--- config.mk ---
export PLATFORM = sky130hd
export DESIGN_NAME = clock_freq_monitor
export DESIGN_NICKNAME = d
export VERILOG_FILES = /design/src/rtl/clkmon_pkg.sv /design/src/rtl/clkmon_sync_edge.sv /design/src/rtl/clock_freq_monitor.sv
export SDC_FILE = /design/constraint.sdc
export NUM_CORES = 1
export LEC_CHECK = 0
export ABC_AREA = 1
export CORE_ASPECT_RATIO = 1.2
export CORE_MARGIN = 5
export CORE_UTILIZATION = 28
export DETAILED_ROUTE_END_ITERATION = 7
export GPL_TIMING_DRIVEN = 0
export SYNTH_ARGS = -nofsm -noshare
export SYNTH_HDL_FRONTEND = slang
export SYNTH_SLANG_ARGS = --single-unit
--- constraint.sdc ---
create_clock -name clk -period 5.4 [get_ports clk]
set_input_delay 0.81 -clock clk [delete_from_list [all_inputs] [get_ports clk]]
set_output_delay 0.81 -clock clk [all_outputs]
set_load 0.005 [all_outputs]
--- src/rtl/clkmon_pkg.sv ---
// clkmon_pkg: shared constants for the clock frequency monitor family.
// Holds the FSM state encoding and the default widths and stall limit.
package clkmon_pkg;

    localparam int CLKMON_CW          = 16;
    localparam int CLKMON_WW          = 16;
    localparam int CLKMON_STALL_LIMIT = 1024;

    localparam logic [1:0] ST_IDLE  = 2'd0;
    localparam logic [1:0] ST_COUNT = 2'd1;
    localparam logic [1:0] ST_DONE  = 2'd2;

endpackage

--- src/rtl/clkmon_sync_edge.sv ---
// clkmon_sync_edge: 3-flop synchronizer with rising-edge pulse output.
// Ports: clk, resetb (async, active-low), async_in (foreign clock), rise.
module clkmon_sync_edge (
    input  logic clk,
    input  logic resetb,
    input  logic async_in,
    output logic rise
);

    logic [2:0] sync;

    always_ff @(posedge clk or negedge resetb) begin
        if (!resetb) begin
            sync <= '0;
        end else begin
            sync <= {sync[1:0], async_in};
        end
    end

    // sync[0] is the metastability catcher and is never observed directly
    assign rise = sync[1] & ~sync[2];

endmodule

--- src/rtl/clock_freq_monitor.sv ---
// clock_freq_monitor: counts mon_clk rising edges over a window of clk
// cycles and flags the result against low/high limits.
// Ports: clk, resetb, enable, mon_clk, start, window, lo_limit, hi_limit
//   in; busy, valid, count, too_slow, too_fast, overflow, stalled out.
// Optional: define CLKMON_STALL_DETECT_EN to enable the stall detector.
module clock_freq_monitor
    import clkmon_pkg::*;
#(
    parameter int CW = CLKMON_CW,
    parameter int WW = CLKMON_WW
`ifdef CLKMON_STALL_DETECT_EN
    ,
    parameter int STALL_LIMIT = CLKMON_STALL_LIMIT
`endif
) (
    input  logic          clk,
    input  logic          resetb,
    input  logic          enable,
    input  logic          mon_clk,
    input  logic          start,
    input  logic [WW-1:0] window,
    input  logic [CW-1:0] lo_limit,
    input  logic [CW-1:0] hi_limit,
    output logic          busy,
    output logic          valid,
    output logic [CW-1:0] count,
    output logic          too_slow,
    output logic          too_fast,
    output logic          overflow,
    output logic          stalled
);

    logic          rise;
    logic [1:0]    state;
    logic [WW-1:0] timer;
    logic [WW-1:0] timer_ld;
    logic [CW-1:0] edge_cnt;
    logic [CW-1:0] cnt_nxt;
    logic          cnt_full;
    logic          accept;
    logic          counting;

    clkmon_sync_edge u_sync (
        .clk      (clk),
        .resetb   (resetb),
        .async_in (mon_clk),
        .rise     (rise)
    );

    assign cnt_full = &edge_cnt;
    assign cnt_nxt  = (rise && !cnt_full) ? edge_cnt + 1'b1 : edge_cnt;
    // a zero window behaves as a one-cycle window
    assign timer_ld = (window == '0) ? '0 : window - 1'b1;
    assign counting = (state == ST_COUNT);
    assign accept   = start && enable && !counting;

    always_ff @(posedge clk or negedge resetb) begin
        if (!resetb) begin
            state    <= ST_IDLE;
            timer    <= '0;
            edge_cnt <= '0;
            busy     <= 1'b0;
            valid    <= 1'b0;
            count    <= '0;
            too_slow <= 1'b0;
            too_fast <= 1'b0;
            overflow <= 1'b0;
        end else if (!enable) begin
            // results are kept; only the in-flight window is dropped
            state <= ST_IDLE;
            busy  <= 1'b0;
            valid <= 1'b0;
        end else begin
            unique case (1'b1)
                accept: begin
                    state    <= ST_COUNT;
                    timer    <= timer_ld;
                    edge_cnt <= '0;
                    overflow <= 1'b0;
                    valid    <= 1'b0;
                    busy     <= 1'b1;
                end
                counting: begin
                    edge_cnt <= cnt_nxt;
                    timer    <= timer - 1'b1;
                    if (rise && cnt_full) begin
                        overflow <= 1'b1;
                    end
                    // the final cycle's edge is folded into the result
                    if (timer == '0) begin
                        state    <= ST_DONE;
                        count    <= cnt_nxt;
                        too_slow <= (cnt_nxt < lo_limit);
                        too_fast <= (cnt_nxt > hi_limit);
                        valid    <= 1'b1;
                        busy     <= 1'b0;
                    end
                end
                default: ;
            endcase
        end
    end

`ifdef CLKMON_STALL_DETECT_EN
    logic [WW-1:0] stall_cnt;

    always_ff @(posedge clk or negedge resetb) begin
        if (!resetb) begin
            stall_cnt <= '0;
        end else if (!enable || rise) begin
            stall_cnt <= '0;
        end else if (!(&stall_cnt)) begin
            stall_cnt <= stall_cnt + 1'b1;
        end
    end

    assign stalled = (stall_cnt >= WW'(STALL_LIMIT));
`else
    assign stalled = 1'b0;
`endif

endmodule

==> flow_summary.ini, run 1 <==
[run_status]
outcome = finished, final reports clean

[critical_path]
cp_common_cell = nand2_1
setup.worst_path.start = edge_cnt[0]
r2r-start = edge_cnt[0]
worstPathMaxFanout = 6
critPathMaxStageDelay_ps = 440
crit_type = register to register
critPathRequiredTime_ps = 5590
critPathCaptureType = register
reg2reg_setup_slack_ps = 2260
ff2ff_path_depth = 17
cp_slowest_cell = dfrtp_1
crit_end = too_fast
path_cells = ha_1 > inv_1 > nor2_1 > nand2_1 > o21ai_4 > nor2_1 > nand2_1 > nor2_1 > nand3_1 > xor2_2 > inv_1 > ha_1 > nand3_1 > nor3_1 > a31oi_1 > nand2_1 > nand2_1
reg2reg_to = too_fast
cp.arrival_ps = 3330
cp-start-kind = register

[routing]
avgRoutedWirePerCell_um = 13.6
drc = 0
first_iter_violations = 173
drtPass1Iterations = 4
ant_nets = 0
wl_um = 10900
num_vias = 3785
viasPerCell = 4.72

[power]
p_sw_uw = 335
combPwrFrac_pct = 23.6
p_leak_uw = 0.00246
peakVddDrop_uv = 137
p_int_uw = 735
powerDensity_mw_per_mm2 = 208
clock_power_share_pct = 30.6
seq_power_share_pct = 45.8
sw_frac_of_total_pct = 31.3
power.total_uw = 1070

[grt]
grt_max_degree = 41
grt_usage_pct = 13.2
antenna_found_initial = 0
grt_pass1_vias = 3996
met3_usage_pct = 2.75
grt_overflow = 0
grtUsageMet2_pct = 24.2
globalRouteMet1Util_pct = 16.0
gr-max-usage-layer = met2
grt_pass1_wl_um = 18600

[synth]
syn_area_per_cell_um2 = 7.39
syn_area_mm2 = 0.00403
syn_inst = 545
ys_seq_elements = 56
synth-main-ff-cell = dfrtp_1
yosysTopAreaCellShare_pct = 34.8
synth_area_leaders = dfrtp_1 35%, ha_1 11%, nand2_1 9.9%, inv_1 8.1%, nor2_1 5.7%
ys_warn_count = 0
yosysSeqAreaShare_pct = 34.8
synth.distinct_cells = 42
synth_edf_count = 0
synth_area_leader_cell = dfrtp_1
async_reset_ff_share_pct = 100
syn_nets = 632

[sta]
rsz0062_at_grt = false
skew_ps = 13.7
slew_viol_final = 0
setup_viol = 0
worst_slew_pin_slew_ps = 613
hold_violations = 0
relSlewSlack_pct = 59.0
clock.fmax_mhz = 318
fin_crit_ps = 3140
fin_crit_sh_pct = 58.1
fin_tns_setup_ps = 0

[floorplanning]
top_level_ports = 75
dieArea_mm2 = 0.0169
rows = 48
die_x_um = 119
initial_core_util_pct = 28.3
fp.dieH_um = 141
core-area_mm2 = 0.0142

[cts]
cts-hold-fix-buffers = 0
tritoncts_num_sinks = 56
clk_latency_ps = 300
htreeDepth = 2
post_cts_buffers = 0
clk_pin_slew_ps = 80
cts_tree = yes
ctsResizeCount = 0
numCtsBuffers = 5
cts.root.buffer_cell = clkbuf_16
clk_path_buf_depth = 2

[cells_and_area]
fill_cells = 1515
synthToLayoutAreaGrowth_pct = 27.6
nets = 713
final_layout_size_suffix_gt1_share_pct = 5.26
final_cell_mix = 106 x nand2_1, 87 x inv_1, 72 x clkdlybuf4s50_1
final_common_cell = nand2_1
insertedDiodeCount = 0

[placed_design]
port_buffers = 73
hpwlAfterDp_um = 8810
gp_congestion = 0.893

[min_path]
worstHoldPathType = register to register

[run]
cap_violations = 0
[critical path, delay by kind of cell (launching register included)]
family	cells	cell delay, ps
adder cells (fa/ha/maj)	2	560
AND/OR/NAND/NOR	10	1380
XOR/XNOR	1	220
AO/OA/AOI/OAI	2	240
flip-flops	1	440
buffers and inverters	2	190
[kinds of logic after synthesis]
kind of cell / count (synthesis) / synth area share (%)
flip-flops: 56 / 34.8
other: 1 / 0.0931
AND/OR/NAND/NOR: 218 / 23.2
adder cells (fa/ha/maj): 34 / 10.6
multiplexers: 1 / 0.280
buffers and inverters: 103 / 10.0
XOR/XNOR: 29 / 6.49
AO/OA/AOI/OAI: 103 / 14.5
[synthesized netlist by cell type, types with 4 or more instances]
cell / count
nor2_2: 5
nor2_1: 61
nor4_1: 8
nor3_1: 9
xnor2_1: 6
o21ai_0: 24
nand3_1: 12
o21ai_1: 17
xor2_1: 22
inv_1: 87
dfrtp_1: 56
ha_1: 34
o22ai_1: 10
a21oi_1: 33
inv_2: 4
clkbuf_1: 4
nand2_1: 106
a31oi_1: 5
nand4_1: 9
buf_2: 5
[power by group through the flow]
stage	registers, uW	logic (uW)	clock network [uW]
4_1_cts	490	254	335
6_report	490	253	327
2_1_floorplan	489	157	0
3_5_place_dp	497	253	0
3_3_place_gp	496	245	0
5_1_grt	496	289	354
[how the worst min path moves through the flow]
stage	depth (start not counted)	end	startpoint
2_1_floorplan	0	u_sync.sync[1]	u_sync.sync[0]
3_3_place_gp	0	u_sync.sync[1]	u_sync.sync[0]
3_5_place_dp	0	u_sync.sync[1]	u_sync.sync[0]
4_1_cts	0	u_sync.sync[1]	u_sync.sync[0]
5_1_grt	0	u_sync.sync[1]	u_sync.sync[0]
6_report	0	u_sync.sync[1]	u_sync.sync[0]
[registers in the layout, summed over array words and instances (netlist names)]
signal       flops
overflow         1
too_fast         1
u_sync.sync      3
valid            1
edge_cnt        16
too_slow         1
busy             1
count           16
timer           16
[routing by layer]
| metal | vias up | routed length [um] |
|---|---|---|
| met5 | - | 0 |
| met4 | 0 | 106 |
| met3 | 12 | 631 |
| met2 | 118 | 5330 |
| met1 | 1721 | 4820 |
| li1 | 1934 | - |
[area by class of cell]
type	count	area, um^2	area share [%]
inverter	92	345	6.72
sequential	56	1400	27.3
clock buffer	5	125	2.43
tap	175	219	4.26
timing repair buffer	74	746	14.5
buffer	11	58.8	1.14
clock inverter	3	21.3	0.414
multi-input combinational	386	2220	43.2
[metrics by stage]
step                instances  cell area, um^2  hold slack [ps]  utilization (%)  worst slack (ps)
floorplan                 545             4030              331                -              2780
global placement          793             4980              359             35.0              1690
detailed placement        794             4990              348             35.1              2260
CTS                       802             5140              363             36.1              2230
global route              802             5140              365             36.1              1930
finish                    802             5140              361             36.1              2260
(Power assumes the default switching activity.)
==> inputs of run 2 (changes only) <==
clock period = 2.9 ns   (was 5.4 ns; I/O delays follow)
==> flow_summary.ini, run 2 (synthesis results as in run 1) <==
[cts]
clk_pin_slew_ps = 80
clk_latency_ps = 300
cts_tree = yes
clk_path_buf_depth = 2
cts-hold-fix-buffers = 0
tritoncts_num_sinks = 56
cts.root.buffer_cell = clkbuf_16
numCtsBuffers = 5
htreeDepth = 2

[floorplanning]
dieArea_mm2 = 0.0169
rows = 48
initial_core_util_pct = 28.3
core-area_mm2 = 0.0142
fp.dieH_um = 141
top_level_ports = 75
die_x_um = 119

[run_status]
outcome = finished, final reports clean

[placed_design]
post-place-ws_ps = -237
hpwlAfterDp_um = 8810
gp_congestion = 0.893
port_buffers = 73

[sta]
worst_slew_pin_slew_ps = 596
fin_crit_sh_pct = 96.3
relSlewSlack_pct = 60.2
clock.fmax_mhz = 358
finalWorstSetupSlack_ps = 106
hold_violations = 0
skew_ps = 14.2
slew_viol_final = 0
setup_viol = 0
rsz0062_at_grt = true
fin_crit_ps = 2790

[power]
p_leak_uw = 0.00253
powerDensity_mw_per_mm2 = 366
peakVddDrop_uv = 259

[cells_and_area]
fill_cells = 1470
final_layout_size_suffix_gt1_share_pct = 14.1
largestRegisters = count x16, edge_cnt x16, timer x16
final_common_cell = nand2_1
final_core_util_pct = 38.6
synthToLayoutAreaGrowth_pct = 36.5
nets = 724
insertedDiodeCount = 0
final_cell_mix = 102 x nand2_1, 82 x inv_1, 72 x clkdlybuf4s50_1

[grt]
grt_max_degree = 41
grt_overflow = 0
grt_pass1_wl_um = 18700
grt_usage_pct = 13.3
grt_pass1_vias = 4009
antenna_found_initial = 0

[routing]
ant_nets = 0
wl_um = 11200
viasPerCell = 4.72
avgRoutedWirePerCell_um = 13.8
first_iter_violations = 150
num_vias = 3837
drtPass1Iterations = 4
drc = 0

[critical_path]
reg2reg_to = too_fast
cp_slowest_cell = dfrtp_1
r2r-start = edge_cnt[1]
critPathCaptureType = register
ff2ff_path_depth = 17
critPathMaxStageDelay_ps = 430
reg2reg_setup_slack_ps = 110
critPathRequiredTime_ps = 3090
cp-start-kind = register
cp.arrival_ps = 2980
worstPathMaxFanout = 5
crit_type = register to register
path_cells = ha_4 > inv_2 > nor2_2 > nand2_2 > o21ai_4 > nor2_4 > nand2_2 > nor2_4 > nand3_1 > xor2_2 > inv_2 > ha_4 > nand3_2 > nor3_4 > a31oi_1 > nand2_1 > nand2_1

[min_path]
worstHoldPathType = input port to async pin

[run]
cap_violations = 0
-- run 2: metrics by stage --
stage / power [uW] / hold slack, ps / cell area [um^2] / instances / setup TNS, ps
after floorplan: 1200 / 139 / 4030 / 545 / 0
after global placement: 1380 / 359 / 4980 / 793 / -24500
after detailed placement: 1400 / 348 / 4990 / 794 / -390
after CTS: 2010 / 80.1 / 5190 / 805 / -19.4
after global routing: 2140 / 98.0 / 5500 / 813 / -77.4
final: 2020 / 73.9 / 5500 / 813 / 0
-- run 2: power by group --
part	internal (uW)	total (uW)	switching [uW]
registers	843	913	70.2
logic	214	492	278
clock network	323	610	288
-- run 2: worst max-delay path by stage --
stage	from	end	slack (ps)	cells after the start
floorplan	edge_cnt[0]	too_slow	280	21
global placement	resetb	count[4]	-440	1
detailed placement	edge_cnt[0]	too_fast	-240	17
CTS	edge_cnt[1]	too_slow	-20	21
global route	edge_cnt[7]	too_fast	-60	17
finish	edge_cnt[1]	too_fast	110	17
-- run 2: area by class of cell --
type / instances / area, um^2 / area share (%)
Tap cell: 175 / 219 / 3.98
Multi-Input combinational cell: 386 / 2490 / 45.2
Buffer: 11 / 58.8 / 1.07
Sequential cell: 56 / 1410 / 25.6
Inverter: 92 / 348 / 6.33
Clock inverter: 3 / 21.3 / 0.387
Timing Repair Buffer: 85 / 832 / 15.1
Clock buffer: 5 / 125 / 2.28
-- run 2: critical path: cells and delay by family (launching register included) --
family | cells | cell delay, ps
and+or+nand+nor | 10 | 1020
adders and majority gates | 2 | 460
DFF | 1 | 430
AOI/OAI and AO/OA | 2 | 410
xor gates and xnor gates | 1 | 230
buffers and inverters | 2 | 130
-- run 2: timing repair --
item / in CTS / in global routing
setup buffers: 3 / 8
endpoints found under the setup margin: 2 / 2
pin swaps: 2 / 9
gates resized for setup: 7 / 54
-- run 2: layer usage --
metal  part of all wire, %  GRT usage (%)  vias to the layer above
met3                   6.2           2.71                       11
met1                    43           16.1                     1755
met2                    50           24.3                      115
met4                   1.1           2.83                        0
li1                      -              -                     1956
met5                     0              0                        -
==> inputs of run 3 (changes only) <==
SKIP_CTS_REPAIR_TIMING = 1   (was unset)
==> flow_summary.ini, run 3 (synthesis results as in run 1) <==
[run_status]
outcome = finished, final reports clean

[floorplanning]
core-area_mm2 = 0.0142
dieArea_mm2 = 0.0169
top_level_ports = 75
die_x_um = 119
initial_core_util_pct = 28.3
fp.dieH_um = 141
rows = 48

[cts]
tritoncts_num_sinks = 56
numCtsBuffers = 5
cts.root.buffer_cell = clkbuf_16
htreeDepth = 2
clk_path_buf_depth = 2
clk_pin_slew_ps = 80
clk_latency_ps = 300
cts_tree = yes

[critical_path]
crit_type = register to register
reg2reg_setup_slack_ps = 150
reg2reg_to = too_fast
path_cells = ha_4 > inv_1 > nor2_1 > nand2_2 > o21ai_4 > nor2_4 > nand2_2 > nor2_4 > nand3_1 > xor2_2 > inv_2 > ha_4 > nand3_2 > nor3_4 > a31oi_1 > nand2_1 > nand2_1
cp.arrival_ps = 2940
cp_slowest_cell = dfrtp_2
worstPathMaxFanout = 6
cp-start-kind = register
ff2ff_path_depth = 17
critPathMaxStageDelay_ps = 420
critPathRequiredTime_ps = 3090
r2r-start = edge_cnt[1]
critPathCaptureType = register

[routing]
drtPass1Iterations = 4
avgRoutedWirePerCell_um = 13.7
viasPerCell = 4.72
wl_um = 11100
drc = 0
ant_nets = 0
num_vias = 3809
first_iter_violations = 174

[run]
cap_violations = 0

[cells_and_area]
final_common_cell = nand2_1
synthToLayoutAreaGrowth_pct = 34.1
largestRegisters = count x16, edge_cnt x16, timer x16
final_layout_size_suffix_gt1_share_pct = 12.5
nets = 718
insertedDiodeCount = 0
final_cell_mix = 101 x nand2_1, 85 x inv_1, 72 x clkdlybuf4s50_1

[grt]
grt_max_degree = 41
grt_usage_pct = 13.2
antenna_found_initial = 0
grt_pass1_vias = 3996
grt_overflow = 0
grt_pass1_wl_um = 18600

[sta]
fin_crit_ps = 2750
worst_slew_pin_slew_ps = 588
slew_viol_final = 0
finalWorstSetupSlack_ps = 150
relSlewSlack_pct = 60.8
hold_violations = 0
fin_crit_sh_pct = 94.8
fin_tns_setup_ps = 0
clock.fmax_mhz = 364
skew_ps = 13.0
rsz0062_at_grt = true
setup_viol = 0

[placed_design]
hpwlAfterDp_um = 8810
port_buffers = 73
post-place-ws_ps = -237
gp_congestion = 0.893

[power]
p_leak_uw = 0.00249
powerDensity_mw_per_mm2 = 372
peakVddDrop_uv = 258

[min_path]
worstHoldPathType = input port to async pin
run 3: critical path: cells and delay by family (launching register included):
family,cells,cell delay [ps]
AOI/OAI and AO/OA,2,400
xor gates and xnor gates,1,230
adders and majority gates,2,430
buffers and inverters,2,140
DFF,1,420
and+or+nand+nor,10,1020
run 3: area by class of cell:
cell class | instances | area [um^2]
Fill cell | 1488 | 8830
Multi-Input combinational cell | 386 | 2440
Sequential cell | 56 | 1410
Timing Repair Buffer | 79 | 783
Inverter | 92 | 348
Tap cell | 175 | 219
Clock buffer | 5 | 125
Buffer | 11 | 58.8
Clock inverter | 3 | 21.3
run 3: layer usage:
layer	part of all wire [%]	GRT usage, %	up-vias
met5	0	0	-
met4	0.84	2.53	0
met3	5.6	2.75	9
met2	50	24.2	112
met1	44	16.0	1742
li1	-	-	1946
run 3: metrics by stage:
stage | hold slack, ps | utilization [%] | instances | power [uW] | cell area [um^2]
final | 75.9 | 38.0 | 807 | 2010 | 5400
after CTS | 80.1 | 36.1 | 802 | 2010 | 5140
after detailed placement | 348 | 35.1 | 794 | 1400 | 4990
after global placement | 359 | 35.0 | 793 | 1380 | 4980
after global routing | 97.9 | 38.0 | 807 | 2140 | 5400
after floorplan | 139 | - | 545 | 1200 | 4030
run 3: how the worst max path moves through the flow:
| stage | to | slack, ps | cells past startpoint | startpoint |
|---|---|---|---|---|
| 4_1_cts | too_fast | -270 | 17 | edge_cnt[0] |
| 3_5_place_dp | too_fast | -240 | 17 | edge_cnt[0] |
| 5_1_grt | too_fast | -30 | 20 | edge_cnt[0] |
| 6_report | too_fast | 150 | 17 | edge_cnt[1] |
| 3_3_place_gp | count[4] | -440 | 1 | resetb |
| 2_1_floorplan | too_slow | 280 | 21 | edge_cnt[0] |
run 3: power breakdown:
group	switching, uW	leakage [uW]	internal [uW]
clock	285	0.0000702	322
combinational	275	0.00170	211
sequential	71.1	0.000724	843
total	632	0.00249	1380
